<file path="src/rtl/cpu_test_pkg.sv">
// Shared definitions for the CPU run monitor: FSM state encoding and probe slicing helper.
package cpu_test_pkg;

  typedef enum logic [2:0] {
    ST_IDLE  = 3'd0,
    ST_HOLD  = 3'd1,
    ST_RUN   = 3'd2,
    ST_CHECK = 3'd3,
    ST_DONE  = 3'd4
  } run_state_e;

  // LSB position of channel idx inside a packed probe/expect bus.
  function automatic int unsigned probe_lsb(input int unsigned idx, input int unsigned xlen);
    return idx * xlen;
  endfunction

endpackage

</file>
<file path="src/rtl/halt_detector.sv">
// Flags a halted core once its PC has stayed unchanged for HALT_STABLE consecutive cycles.
module halt_detector
  import cpu_test_pkg::*;
#(
  parameter int XLEN        = 32,
  parameter int HALT_STABLE = 4
) (
  input  logic            clock,
  input  logic            reset,
  input  logic            enable,
  input  logic [XLEN-1:0] pc_in,
  output logic            halted
);

  localparam int SW = $clog2(HALT_STABLE);
  localparam logic [SW-1:0] STABLE_MAX = SW'(HALT_STABLE - 1);

  logic [XLEN-1:0] prev_pc_q, prev_pc_d;
  logic            prev_valid_q, prev_valid_d;
  logic [SW-1:0]   stable_q, stable_d;

  // Without a valid previous PC (first enabled cycle) the PC counts as changed.
  always_comb begin
    prev_pc_d    = prev_pc_q;
    prev_valid_d = prev_valid_q;
    stable_d     = stable_q;
    if (enable) begin
      prev_pc_d    = pc_in;
      prev_valid_d = 1'b1;
      if (prev_valid_q && (pc_in == prev_pc_q)) begin
        stable_d = (stable_q == STABLE_MAX) ? stable_q : stable_q + SW'(1);
      end else begin
        stable_d = '0;
      end
    end else begin
      prev_pc_d    = '0;
      prev_valid_d = 1'b0;
      stable_d     = '0;
    end
    halted = enable && (stable_d == STABLE_MAX);
  end

  // Previous-PC and stability counter registers.
  always_ff @(posedge clock) begin
    if (!reset) begin
      prev_pc_q    <= '0;
      prev_valid_q <= 1'b0;
      stable_q     <= '0;
    end else begin
      prev_pc_q    <= prev_pc_d;
      prev_valid_q <= prev_valid_d;
      stable_q     <= stable_d;
    end
  end

endmodule

</file>
<file path="src/rtl/cpu_run_monitor.sv">
// Run controller for the single-cycle core: sequences core reset, bounds the run,
// detects halt and compares probed values against expectations.
module cpu_run_monitor
  import cpu_test_pkg::*;
#(
  parameter int XLEN         = 32,
  parameter int NUM_PROBES   = 3,
  parameter int RESET_CYCLES = 1,
  parameter int RUN_CYCLES   = 20,
  parameter int HALT_STABLE  = 4,
  parameter int CNT_W        = 16
) (
  input  logic                       clock,
  input  logic                       reset,
  input  logic                       start,
  output logic                       cpu_rst,
  input  logic [XLEN-1:0]            pc_in,
  input  logic [NUM_PROBES*XLEN-1:0] probe_val,
  input  logic [NUM_PROBES*XLEN-1:0] expect_val,
  output logic                       busy,
  output logic                       done,
  output logic                       pass,
  output logic                       timeout,
  output logic [NUM_PROBES-1:0]      fail_mask,
  output logic [CNT_W-1:0]           cycle_count
);

  localparam int HW = (RESET_CYCLES > 1) ? $clog2(RESET_CYCLES) : 1;
  localparam logic [HW-1:0]    HOLD_LAST = HW'(RESET_CYCLES - 1);
  localparam logic [CNT_W-1:0] RUN_LIMIT = CNT_W'(RUN_CYCLES);
  localparam logic [CNT_W-1:0] CNT_MAX   = {CNT_W{1'b1}};

  run_state_e            state_q, state_d;
  logic [HW-1:0]         hold_q, hold_d;
  logic [CNT_W-1:0]      cycle_q, cycle_d, cycle_inc;
  logic                  pass_q, pass_d;
  logic                  timeout_q, timeout_d;
  logic [NUM_PROBES-1:0] fail_q, fail_d;
  logic [NUM_PROBES-1:0] mismatch;
  logic                  run_en;
  logic                  halted;

  assign run_en = (state_q == ST_RUN);

  halt_detector #(
    .XLEN        (XLEN),
    .HALT_STABLE (HALT_STABLE)
  ) u_halt (
    .clock  (clock),
    .reset  (reset),
    .enable (run_en),
    .pc_in  (pc_in),
    .halted (halted)
  );

  for (genvar gi = 0; gi < NUM_PROBES; gi++) begin : g_cmp
    assign mismatch[gi] = (probe_val[probe_lsb(gi, XLEN) +: XLEN] !=
                           expect_val[probe_lsb(gi, XLEN) +: XLEN]);
  end

  assign cycle_inc = (cycle_q == CNT_MAX) ? cycle_q : cycle_q + CNT_W'(1);

  // Next-state and result-register logic.
  always_comb begin
    state_d   = state_q;
    hold_d    = hold_q;
    cycle_d   = cycle_q;
    pass_d    = pass_q;
    timeout_d = timeout_q;
    fail_d    = fail_q;
    case (state_q)
      ST_IDLE, ST_DONE: begin
        if (start) begin
          state_d   = ST_HOLD;
          hold_d    = '0;
          cycle_d   = '0;
          pass_d    = 1'b0;
          timeout_d = 1'b0;
          fail_d    = '0;
        end else begin
          state_d = state_q;
        end
      end
      ST_HOLD: begin
        if (hold_q == HOLD_LAST) begin
          state_d = ST_RUN;
        end else begin
          hold_d = hold_q + HW'(1);
        end
      end
      ST_RUN: begin
        cycle_d = cycle_inc;
        // A halt seen on the budget's last cycle still counts as a clean halt.
        if (halted) begin
          state_d = ST_CHECK;
        end else if (cycle_inc >= RUN_LIMIT) begin
          state_d   = ST_CHECK;
          timeout_d = 1'b1;
        end else begin
          state_d = ST_RUN;
        end
      end
      ST_CHECK: begin
        fail_d  = mismatch;
        pass_d  = ~timeout_q & ~(|mismatch);
        state_d = ST_DONE;
      end
      default: begin
        state_d = ST_IDLE;
      end
    endcase
  end

  // State and result registers.
  always_ff @(posedge clock) begin
    if (!reset) begin
      state_q   <= ST_IDLE;
      hold_q    <= '0;
      cycle_q   <= '0;
      pass_q    <= 1'b0;
      timeout_q <= 1'b0;
      fail_q    <= '0;
    end else begin
      state_q   <= state_d;
      hold_q    <= hold_d;
      cycle_q   <= cycle_d;
      pass_q    <= pass_d;
      timeout_q <= timeout_d;
      fail_q    <= fail_d;
    end
  end

  assign cpu_rst     = ~((state_q == ST_RUN) || (state_q == ST_CHECK));
  assign busy        = (state_q == ST_HOLD) || (state_q == ST_RUN) || (state_q == ST_CHECK);
  assign done        = (state_q == ST_DONE);
  assign pass        = pass_q;
  assign timeout     = timeout_q;
  assign fail_mask   = fail_q;
  assign cycle_count = cycle_q;

endmodule

</file>
<file path="config.mk">
export PLATFORM = sky130hd
export DESIGN_NAME = cpu_run_monitor
export DESIGN_NICKNAME = d
export VERILOG_FILES = /design/src/rtl/cpu_test_pkg.sv /design/src/rtl/halt_detector.sv /design/src/rtl/cpu_run_monitor.sv
export SDC_FILE = /design/constraint.sdc
export NUM_CORES = 1
export LEC_CHECK = 0
export CAP_MARGIN = 5
export CORE_MARGIN = 5
export CORE_UTILIZATION = 34
export DETAILED_ROUTE_END_ITERATION = 10
export GPL_TIMING_DRIVEN = 0
export PLACE_DENSITY_LB_ADDON = 0.12
export SYNTH_ARGS = -nofsm -noshare
export SYNTH_HDL_FRONTEND = slang
export SYNTH_SLANG_ARGS = --single-unit
</file>
<file path="constraint.sdc">
create_clock -name clock -period 2 [get_ports clock]
set_input_delay 0.4 -clock clock [delete_from_list [all_inputs] [get_ports clock]]
set_output_delay 0.4 -clock clock [all_outputs]
set_load 0.05 [all_outputs]
</file>
==> results of run 1 <==
==> cell usage after synthesis, types with 3 or more instances <==
master	count	area [um^2]
nor4_1	31	194
a311oi_1	3	26.3
nor4_4	3	63.8
nand2_1	19	71.3
o211a_1	4	40.0
nor3_1	8	40.0
o21ai_0	20	100
dfxtp_1	59	1180
a21o_1	3	22.5
and2_1	9	56.3
nand4_1	11	68.8
or3_1	3	18.8
inv_1	9	33.8
clkbuf_1	10	37.5
nor2_1	19	71.3
xor2_1	127	1110
and4_1	3	26.3
a21oi_1	18	90.1
nand2b_1	3	18.8
a31oi_1	3	18.8
xnor2_1	4	35.0
and3_1	34	213
o211ai_1	3	22.5
buf_2	5	25.0
nand3_1	12	60.1
==> final cells by class <==
class	instances	area [um^2]
fill	974	4210
inverter	11	41.3
buffer	17	96.3
clock inverter	7	61.3
clock buffer	9	225
tap	143	179
multi-input combinational	361	2690
timing repair buffer	265	2620
sequential	59	1200
==> power by group through the flow <==
stage	Clock, mW	Combinational, mW	Sequential (mW)
after CTS	1.48	1.12	1.28
after global routing	1.54	1.23	1.29
after global placement	0	1.09	1.31
after floorplan	0	0.440	1.33
final	1.46	1.13	1.29
after detailed placement	0	1.11	1.31
==> metal layers <==
metal | share of wire | routed length (um) | vias to the layer above
met3 | 0.11 | 1630 | 30
li1 | - | - | 2154
met1 | 0.36 | 5380 | 2006
met2 | 0.51 | 7700 | 215
met4 | 0.025 | 378 | 2
met5 | 0.00086 | 13 | -
==> repair_timing <==
action,4_1_cts,5_1_grt
buffers inserted,4,11
gates cloned,0,1
pin swaps,8,11
resized for setup,26,35
hold endpoints to repair,0,0
setup endpoints to repair,10,46
==> final timing paths <==
| check | to | slack (ns) |
|---|---|---|
| worst min-delay path | u_halt.prev_pc_q[21]$_SDFF_PN0_ | 0.37 |
| worst max register to register | state_q[0]$_SDFFE_PN0P_ | 0.09 |
| worst max-delay path | cycle_count[6] | 0.04 |
| worst min register to register | u_halt.stable_q[0]$_SDFF_PN0_ | 0.45 |
==> cell families after synthesis <==
logic type	count (synthesis)	share of synthesized area
simple gates	164	0.261
buf+inv	28	0.0292
fa+ha+maj	1	0.00321
compound gates	63	0.104
flops	59	0.303
xor+xnor	131	0.294
mux	2	0.00545
==> per-stage QoR <==
stage	utilization	area [um^2]	total power, mW	worst slack [ns]
global placement	0.583	6600	2.40	-0.431
finish	0.628	7110	3.87	0.0433
detailed placement	0.583	6600	2.42	-0.473
global route	0.628	7110	4.06	-0.0401
CTS	0.614	6950	3.88	0.00271
floorplan	-	3930	1.77	0.00828
==> cells in the final DEF (no fill, tap or decap), types with 15 or more instances in the layout <==
cell type / netlist / routed
nor4_1: 31 / 27
and3_1: 34 / 33
nand2_1: 19 / 18
nor2_1: 19 / 17
buf_4: 0 / 15
xor2_1: 127 / 127
dfxtp_1: 59 / 44
a21oi_1: 18 / 18
clkdlybuf4s50_1: 0 / 230
o21ai_0: 20 / 19
==> flip-flops by register name (all words and copies together), names as in the netlist <==
signal               cells
u_halt.prev_pc_q        32
cycle_count             16
fail_mask                3
state_q                  3
u_halt.stable_q          2
pass                     1
timeout                  1
u_halt.prev_valid_q      1
==> flow_summary.yaml, run 1 <==
timing:
  worst_pin_slew_ns: 0.555
  clock_skew_ns: 0.00942
  tns_ns: 0
  finalCritPeriodShare: 0.978
  period_needed_ns: 1.96
  rsz0062_at_grt: "true"
  maxSlewViolCount: 0
  hold_viol_final: 0
  fmax_mhz: 511
  holdWs_ns: 0.367
  slew_headroom: 0.629
  setup_viol: 0
power:
  p_sw_mw: 1.15
  vdd_drop_max_v: 0.000459
  power_density_nw_per_um2: 544
  p_int_mw: 2.72
  cellLeakagePower_nw: 3.03
  p_comb_frac: 0.292
  clockPowerShare: 0.376
  p_sw_frac: 0.297
  seq_power_share: 0.332
global_route:
  grt_pass1_vias: 4540
  grt-ovfl-total: 0
  grt_max_degree: 14
  grt_pass1_wl_um: 22900
  grt_util_met2: 0.402
  antenna_found_initial: 1
  use_met1: 0.220
  grt_most_used_layer: "met2"
  met3_usage: 0.0946
  grtUsageTotal: 0.217
floorplanning:
  coreArea_um2: 11300
  fp.dieH_um: 117
  die_w_um: 117
  std_cell_rows: 39
  initial_core_util: 0.345
  io_pins: 251
  dieArea_um2: 13700
detailed_routing:
  totalWireLength_um: 15100
  wl_per_cell_um: 17.3
  antenna_left: 0
  drt_iter0_markers: 160
  first_pass_iters: 5
  route.detailed.drc: 0
  avgViaCountPerCell: 5.05
  via_count: 4407
setup_path:
  cp.arrival_ns: 1.56
  crit_slowest_cell: "clkdlybuf4s50_1"
  critPathLaunch: "cycle_count[6]$_SDFFE_PN0P_"
  worst-path-stages: 1
  cp.required_ns: 1.60
  crit_type: "reg2out"
  path_cells: "clkdlybuf4s50_1"
  cp_max_fo: 5
  r2r_cells: 6
  reg2reg_from: "cycle_count[0]$_SDFFE_PN0P_"
  crit_buf_inv: 1
  startpoint_type: "flop"
  path_delay_family: "buffers and inverters"
  critPathCaptureType: "output port"
  slowest_delay_ns: 0.83
place:
  port_buffers: 249
  post-dp-hpwl_um: 12600
  dp_cells: 840
  finalWeightedCongestion: 0.895
final_layout:
  nets: 952
  antennaDiodeCount: 0
  final_cell_count_no_fill: 872
  drive_gt1_frac: 0.114
  areaGrowthSynthToFinish_pct: 82.3
clocking:
  numCtsBuffers: 9
  cts_tree: "yes"
  cts-hold-fix-buffers: 0
  root_buffer: "clkbuf_16"
  clk_latency_ns: 0.33
  h-tree-depth: 3
  numClockSinks: 59
  clockBufferDepth: 2
  cts.clk_slew.worst_paths_ns: 0.06
worst_hold_path:
  min_path_type: "in2reg"
  min_path_cells: 2
  hp-start: "pc_in[21]"
synthesis:
  synth_seq_cells: 59
  async_flop_share: 0
  synthFlopType: "dfxtp_1"
  yosysSeqAreaShare: 0.303
  synth_edf_count: 0
  synth_fp_nets: 676
  yosysWarnings: 0
  syn-instance-count: 448
  syn_area_um2: 3900
  ys_types: 45
  avgSynthCellArea_um2: 8.71
run:
  max_cap_viol_count: 0
run_status:
  status: "finished clean"
Power figures use the tool's default switching activity.
==> run 2, diff against run 1 <==
- CAP_MARGIN: 5 -> 20
- CTS_CLUSTER_DIAMETER: default -> 100
==> results of run 2 <==
Final layout, timing and power as in run 1 (identical DEF).
==> run 3, diff against run 2 <==
- CORE_MARGIN: 5 -> 2
==> run 3 against run 2 <==
Against the previous run:
- sequential cell count unchanged
- sequential share of layout area rose by 0.11 points
- fmax hardly changed
- cell area decreased by 0.67%
- critical path depth unchanged
- wire length is 5.3% lower
- via count down 3.1%
- sequential power about the same
- critical path type unchanged
- cell count fell by 1.3%
- die area shrank 10%
- critical endpoint unchanged
- combinational power about the same
==> flow_summary.yaml, run 3 (synthesis results as in run 1) <==
power:
  p_int_mw: 2.96
  vdd_drop_max_v: 0.000431
  seq_power_share: 0.316
  p_sw_mw: 1.12
  fin_total_pwr_mw: 4.07
  clockPowerShare: 0.408
  p_comb_frac: 0.276
  power_density_nw_per_um2: 576
  p_sw_frac: 0.274
  cellLeakagePower_nw: 2.99
floorplanning:
  die_w_um: 111
  dieArea_um2: 12300
  initial_core_util: 0.345
  fp.dieH_um: 111
  std_cell_rows: 39
  io_pins: 251
  coreArea_um2: 11300
timing:
  period_needed_ns: 1.96
  rsz0062_at_grt: "true"
  fin_ws_ns: 0.0420
  hold_viol_final: 0
  finalCritPeriodShare: 0.979
  slew_headroom: 0.641
  holdWs_ns: 0.365
  worst_pin_slew_ns: 0.537
  maxSlewViolCount: 0
  clock_skew_ns: 0.00655
  fmax_mhz: 511
  setup_viol: 0
setup_path:
  path_delay_family: "buffers and inverters"
  r2r_cells: 6
  cp.required_ns: 1.60
  cp_max_fo: 5
  crit_type: "reg2out"
  startpoint_type: "flop"
  slowest_delay_ns: 0.83
  rrSetupSlack_ns: 0.08
  cp.arrival_ns: 1.56
  crit_buf_inv: 1
  path_cells: "clkdlybuf4s50_1"
  worst-path-stages: 1
  crit_slowest_cell: "clkdlybuf4s50_1"
  critPathCaptureType: "output port"
clocking:
  cts.clk_slew.worst_paths_ns: 0.06
  clk_latency_ns: 0.32
  h-tree-depth: 3
  numCtsBuffers: 9
  root_buffer: "clkbuf_16"
  cts_tree: "yes"
  numClockSinks: 59
  clockBufferDepth: 2
  cts-hold-fix-buffers: 0
global_route:
  grt_pass1_wl_um: 22500
  antenna_found_initial: 1
  grtUsageTotal: 0.229
  grt_max_degree: 13
  grt-ovfl-total: 0
  grt_pass1_vias: 4475
place:
  pre_cts_ws_ns: -0.479
  port_buffers: 249
  finalWeightedCongestion: 0.887
  post-dp-hpwl_um: 11900
final_layout:
  areaGrowthSynthToFinish_pct: 81.1
  final_cell_mix: "clkdlybuf4s50_1, xor2_1, dfxtp_1"
  largest_reg_flops: 32
  nets: 941
  final.fill_count: 1004
  antennaDiodeCount: 0
  drive_gt1_frac: 0.0975
  top_register: "u_halt.prev_pc_q"
  layout_commonest_cell: "clkdlybuf4s50_1"
detailed_routing:
  first_pass_iters: 4
  wl_per_cell_um: 16.6
  totalWireLength_um: 14300
  antenna_left: 0
  drt_iter0_markers: 119
  route.detailed.drc: 0
  avgViaCountPerCell: 4.96
  via_count: 4270
worst_hold_path:
  min_path_cells: 2
  min_path_type: "in2reg"
run:
  max_cap_viol_count: 0
run_status:
  status: "finished clean"
[run 3: cell count changes in the layout (fill, tap and decap cells not counted), sizes merged]
cell and change:
buf -13, bufinv +2, clkbuf +1, clkdlybuf4s15 +1, clkdlybuf4s50 +2, clkinv -2
dlygate4sd2 -5, dlymetal6s2s +3
[run 3: stage by stage]
step	util	std cells	cell area (um^2)	setup TNS (ns)
after detailed placement	0.583	840	6600	-1.85
after floorplan	-	448	3930	0
after global routing	0.624	861	7070	-0.0278
after CTS	0.619	861	7010	0
after global placement	0.583	840	6600	-1.38
final	0.624	861	7070	0
[run 3: worst reg2reg max path: cells and delay by family, from the launching register on]
family,cells,cell delay (ns)
AO/OA/AOI/OAI,2,0.48
adder cells (fa/ha/maj),1,0.18
flip-flops,1,0.38
multiplexers,1,0.13
AND/OR/NAND/NOR,2,0.61
[run 3: layout make-up]
type	instances	area (um^2)	share of cell area
tap	143	179	0.0253
buffer	17	90.1	0.0128
multi-input combinational	361	2690	0.380
timing repair buffer	254	2540	0.359
sequential	59	1200	0.171
inverter	11	41.3	0.00584
clock buffer	9	225	0.0319
clock inverter	7	98.8	0.0140
[run 3: path summary, 6_finish.rpt]
| kind | from | end |
|---|---|---|
| worst max register to register | cycle_count[1]$_SDFFE_PN0P_ | state_q[0]$_SDFFE_PN0P_ |
| worst min register to register | u_halt.stable_q[0]$_SDFF_PN0_ | u_halt.stable_q[0]$_SDFF_PN0_ |
| worst max-delay path | cycle_count[6]$_SDFFE_PN0P_ | cycle_count[6] |
| worst min-delay path | pc_in[8] | u_halt.prev_pc_q[8]$_SDFF_PN0_ |
[run 3: power groups by stage]
stage | Sequential, mW | Combinational, mW | Clock (mW)
after floorplan | 1.33 | 0.440 | 0
after global placement | 1.31 | 1.09 | 0
after detailed placement | 1.31 | 1.11 | 0
after CTS | 1.29 | 1.12 | 1.69
after global routing | 1.29 | 1.22 | 1.75
final | 1.29 | 1.12 | 1.66
[run 3: what timing repair did]
action / in CTS / in global routing
pin swaps: 11 / 7
setup endpoints to repair: 13 / 40
resized for setup: 24 / 26
setup buffers: 5 / 0
hold endpoints to repair: 0 / 0
[run 3: per-layer routing]
metal	up-vias	share of wire	GRT usage
li1	2119	-	-
met1	1942	0.37	0.243
met2	181	0.52	0.428
met3	26	0.086	0.0837
met4	2	0.019	0.0551
met5	-	0.00091	0
==> RTL change, RTL diff (config.mk and constraints of run 2) <==
The 5 states of `run_state_e` get a one-hot encoding in 5 bits.
--- a/src/rtl/cpu_test_pkg.sv
+++ b/src/rtl/cpu_test_pkg.sv
@@ -3,8 +3,8 @@
 
-  typedef enum logic [2:0] {
-    ST_IDLE  = 3'd0,
-    ST_HOLD  = 3'd1,
-    ST_RUN   = 3'd2,
-    ST_CHECK = 3'd3,
-    ST_DONE  = 3'd4
+  typedef enum logic [4:0] {
+    ST_IDLE  = 5'b00001,
+    ST_HOLD  = 5'b00010,
+    ST_RUN   = 5'b00100,
+    ST_CHECK = 5'b01000,
+    ST_DONE  = 5'b10000
   } run_state_e;
Behaviour: no difference found for any inputs over 10 cycles, from zero or initial values and one cycle with reset low; not proved beyond that.
==> RTL change against run 2 <==
  * The flow now finishes with violations (negative setup slack)
  * First-iteration DRC count rose by 61%
  * Via count rose by 1.8%
  * Setup slack got worse by 0.29 ns
  * Sequential cell count rose by 2
  * Global-route usage rose by 0.62 points
  * Sequential share of layout area rose by 0.35 points
  * Synthesized area rose by 0.74%
  * Synthesized cell count rose by 4.0%
  * Critical path depth rose by 6
  * Final area rose by 3.7%
  * Routed wire length rose by 7.6%
  * Power fell by 8.6%
  * Largest cell class unchanged
  * Highest routed layer is now met4
==> RTL change: results (changes against run 2) <==
- The largest vdd supply drop came to 0.458 mV (was 0.459 mV).
- The detailed-routed wire length on met2 is 8.11 mm (was 7.70 mm).
- The post-route non-filler standard cell count is 899 (was 872).
- The setup slack after layout is -0.251 ns (was 0.0433 ns).
- The global-route usage over all layers was 22.3% (was 21.7%).
- Most frequent cells after synthesis: xor2_1, dfxtp_1, xnor2_1 (was xor2_1, dfxtp_1, and3_1).
- The global routing usage on met2 is 38.7% (was 40.2%).
- The post-detailed-placement cell area is 0.00676 sq mm (was 0.00660 sq mm).
- The number of nets produced by synthesis is 694 (was 676).
- The number of buffers added to fix hold violations after cts is 0 (unchanged).
- The final-layout worst hold slack is 0.435 ns (was 0.367 ns).
- The worst setup slack after placement is -0.831 ns (was -0.473 ns).
- The average cell area after synthesis is 8.43 sq um (was 8.71 sq um).
- The leakage power of the design is 3.08 nW (was 3.03 nW).
- The met3 usage in global routing came to 5.48% (was 9.46%).
- The checks that failed: negative setup slack.
- The share of layout cells above drive strength 1 came to 14.8% (was 11.4%).
- The number of port buffers is 250 (was 249).
- The post-synthesis sequential area ratio is 31.1% (was 30.3%).
- The endpoint class of the critical path is a flip-flop (was output port).
- The placer's final routability congestion estimate is 0.909 (was 0.895).
- The type of the tightest min-delay check was reg2reg (was in2reg).
- The delay of the slowest critical-path stage is 0.53 ns (was 0.83 ns).
- The number of placed cells counting well taps is 859 (was 840).
- The pin count of the biggest net entering global routing is 13 (was 14).
- The largest delay contributor family on the critical path is simple AND/OR/NAND/NOR gates (was buffers and inverters).
- The first-pass GRT wire length is 24.9 mm (was 22.9 mm).
- The DRC marker count from the first detailed-route iteration came to 258 (was 160).
- Status: finished, violations left (was finished clean).
- The worst hold path endpoint is u_halt.stable_q[0]$_SDFF_PN0_ (was u_halt.prev_pc_q[21]$_SDFF_PN0_).
- The met1 usage was 27.2% (was 22.0%).
- Top cells by area in the synthesized netlist: dfxtp_1, xor2_1, xnor2_1 (was dfxtp_1, xor2_1, and3_1).
- The cell count of the worst hold path is 1 (was 2).
- The worst reg2reg path startpoint is cycle_count[5]$_SDFFE_PN0P_ (was cycle_count[0]$_SDFFE_PN0P_).
- The startpoint of the lowest-slack hold path is u_halt.stable_q[0]$_SDFF_PN0_ (was pc_in[21]).
- The detailed placer's ending HPWL is 13.0 mm (was 12.6 mm).
- The setup clock skew after layout came to 0.00931 ns (was 0.00942 ns).
- The detailed route wirelength on metal3 is 1.05 mm (was 1.63 mm).
- The net total in the final layout came to 979 (was 952).
- The highest routing layer actually used is met4 (was met5).
- The initial antenna violation count was 0 (was 1).
- The routed via count divided by cell count is 4.99 (was 5.05).
- The number of endpoints failing setup at the final stage is 3 (was 0).
- The final-layout fill cell count is 965 (was 974).
- The total routed wire length on the met1 layer is 6.72 mm (was 5.38 mm).
- The slowest stage cell on the critical path was or4_4 (was clkdlybuf4s50_1).
- The largest fanout on the critical path is 9 (was 5).
## RTL change: cells by family after synthesis
group / count (synthesis) / share of synthesized area [%]
compound gates: 52 / 7.96
xor+xnor: 136 / 30.3
fa+ha+maj: 1 / 0.318
buf+inv: 26 / 2.77
flops: 61 / 31.1
mux: 3 / 0.828
simple gates: 187 / 26.7
## RTL change: cell type report
class / count / share of cell area, %
Clock inverter: 6 / 0.593
Buffer: 12 / 1.00
Sequential cell: 61 / 17.3
Tap cell: 143 / 2.42
Clock buffer: 10 / 3.39
Multi-Input combinational cell: 379 / 37.8
Inverter: 6 / 0.305
Timing Repair Buffer: 282 / 37.2
## RTL change: per-stage QoR
stage	TNS (ns)	total power (W)	util, %
after floorplan	-0.544	0.00148	-
after global routing	-1.02	0.00368	64.9
final	-0.604	0.00354	64.9
after global placement	-3.31	0.00201	59.4
after detailed placement	-3.95	0.00203	59.4
after CTS	-1.09	0.00355	63.5
## RTL change: power by group through the flow
stage          clock, W  combinational [W]  sequential [W]
3_5_place_dp          0           0.000785         0.00124
6_report        0.00152           0.000795         0.00122
5_1_grt         0.00160           0.000859         0.00122
2_1_floorplan         0           0.000240         0.00124
4_1_cts         0.00155           0.000787         0.00122
3_3_place_gp          0           0.000772         0.00124
## RTL change: what timing repair did
item                       in CTS  in global routing
gates resized for setup        40                 27
pin swaps                      25                  7
hold endpoints to repair        0                  0
buffers inserted               21                 11
gates cloned                    0                  0
setup endpoints to repair      17                 21
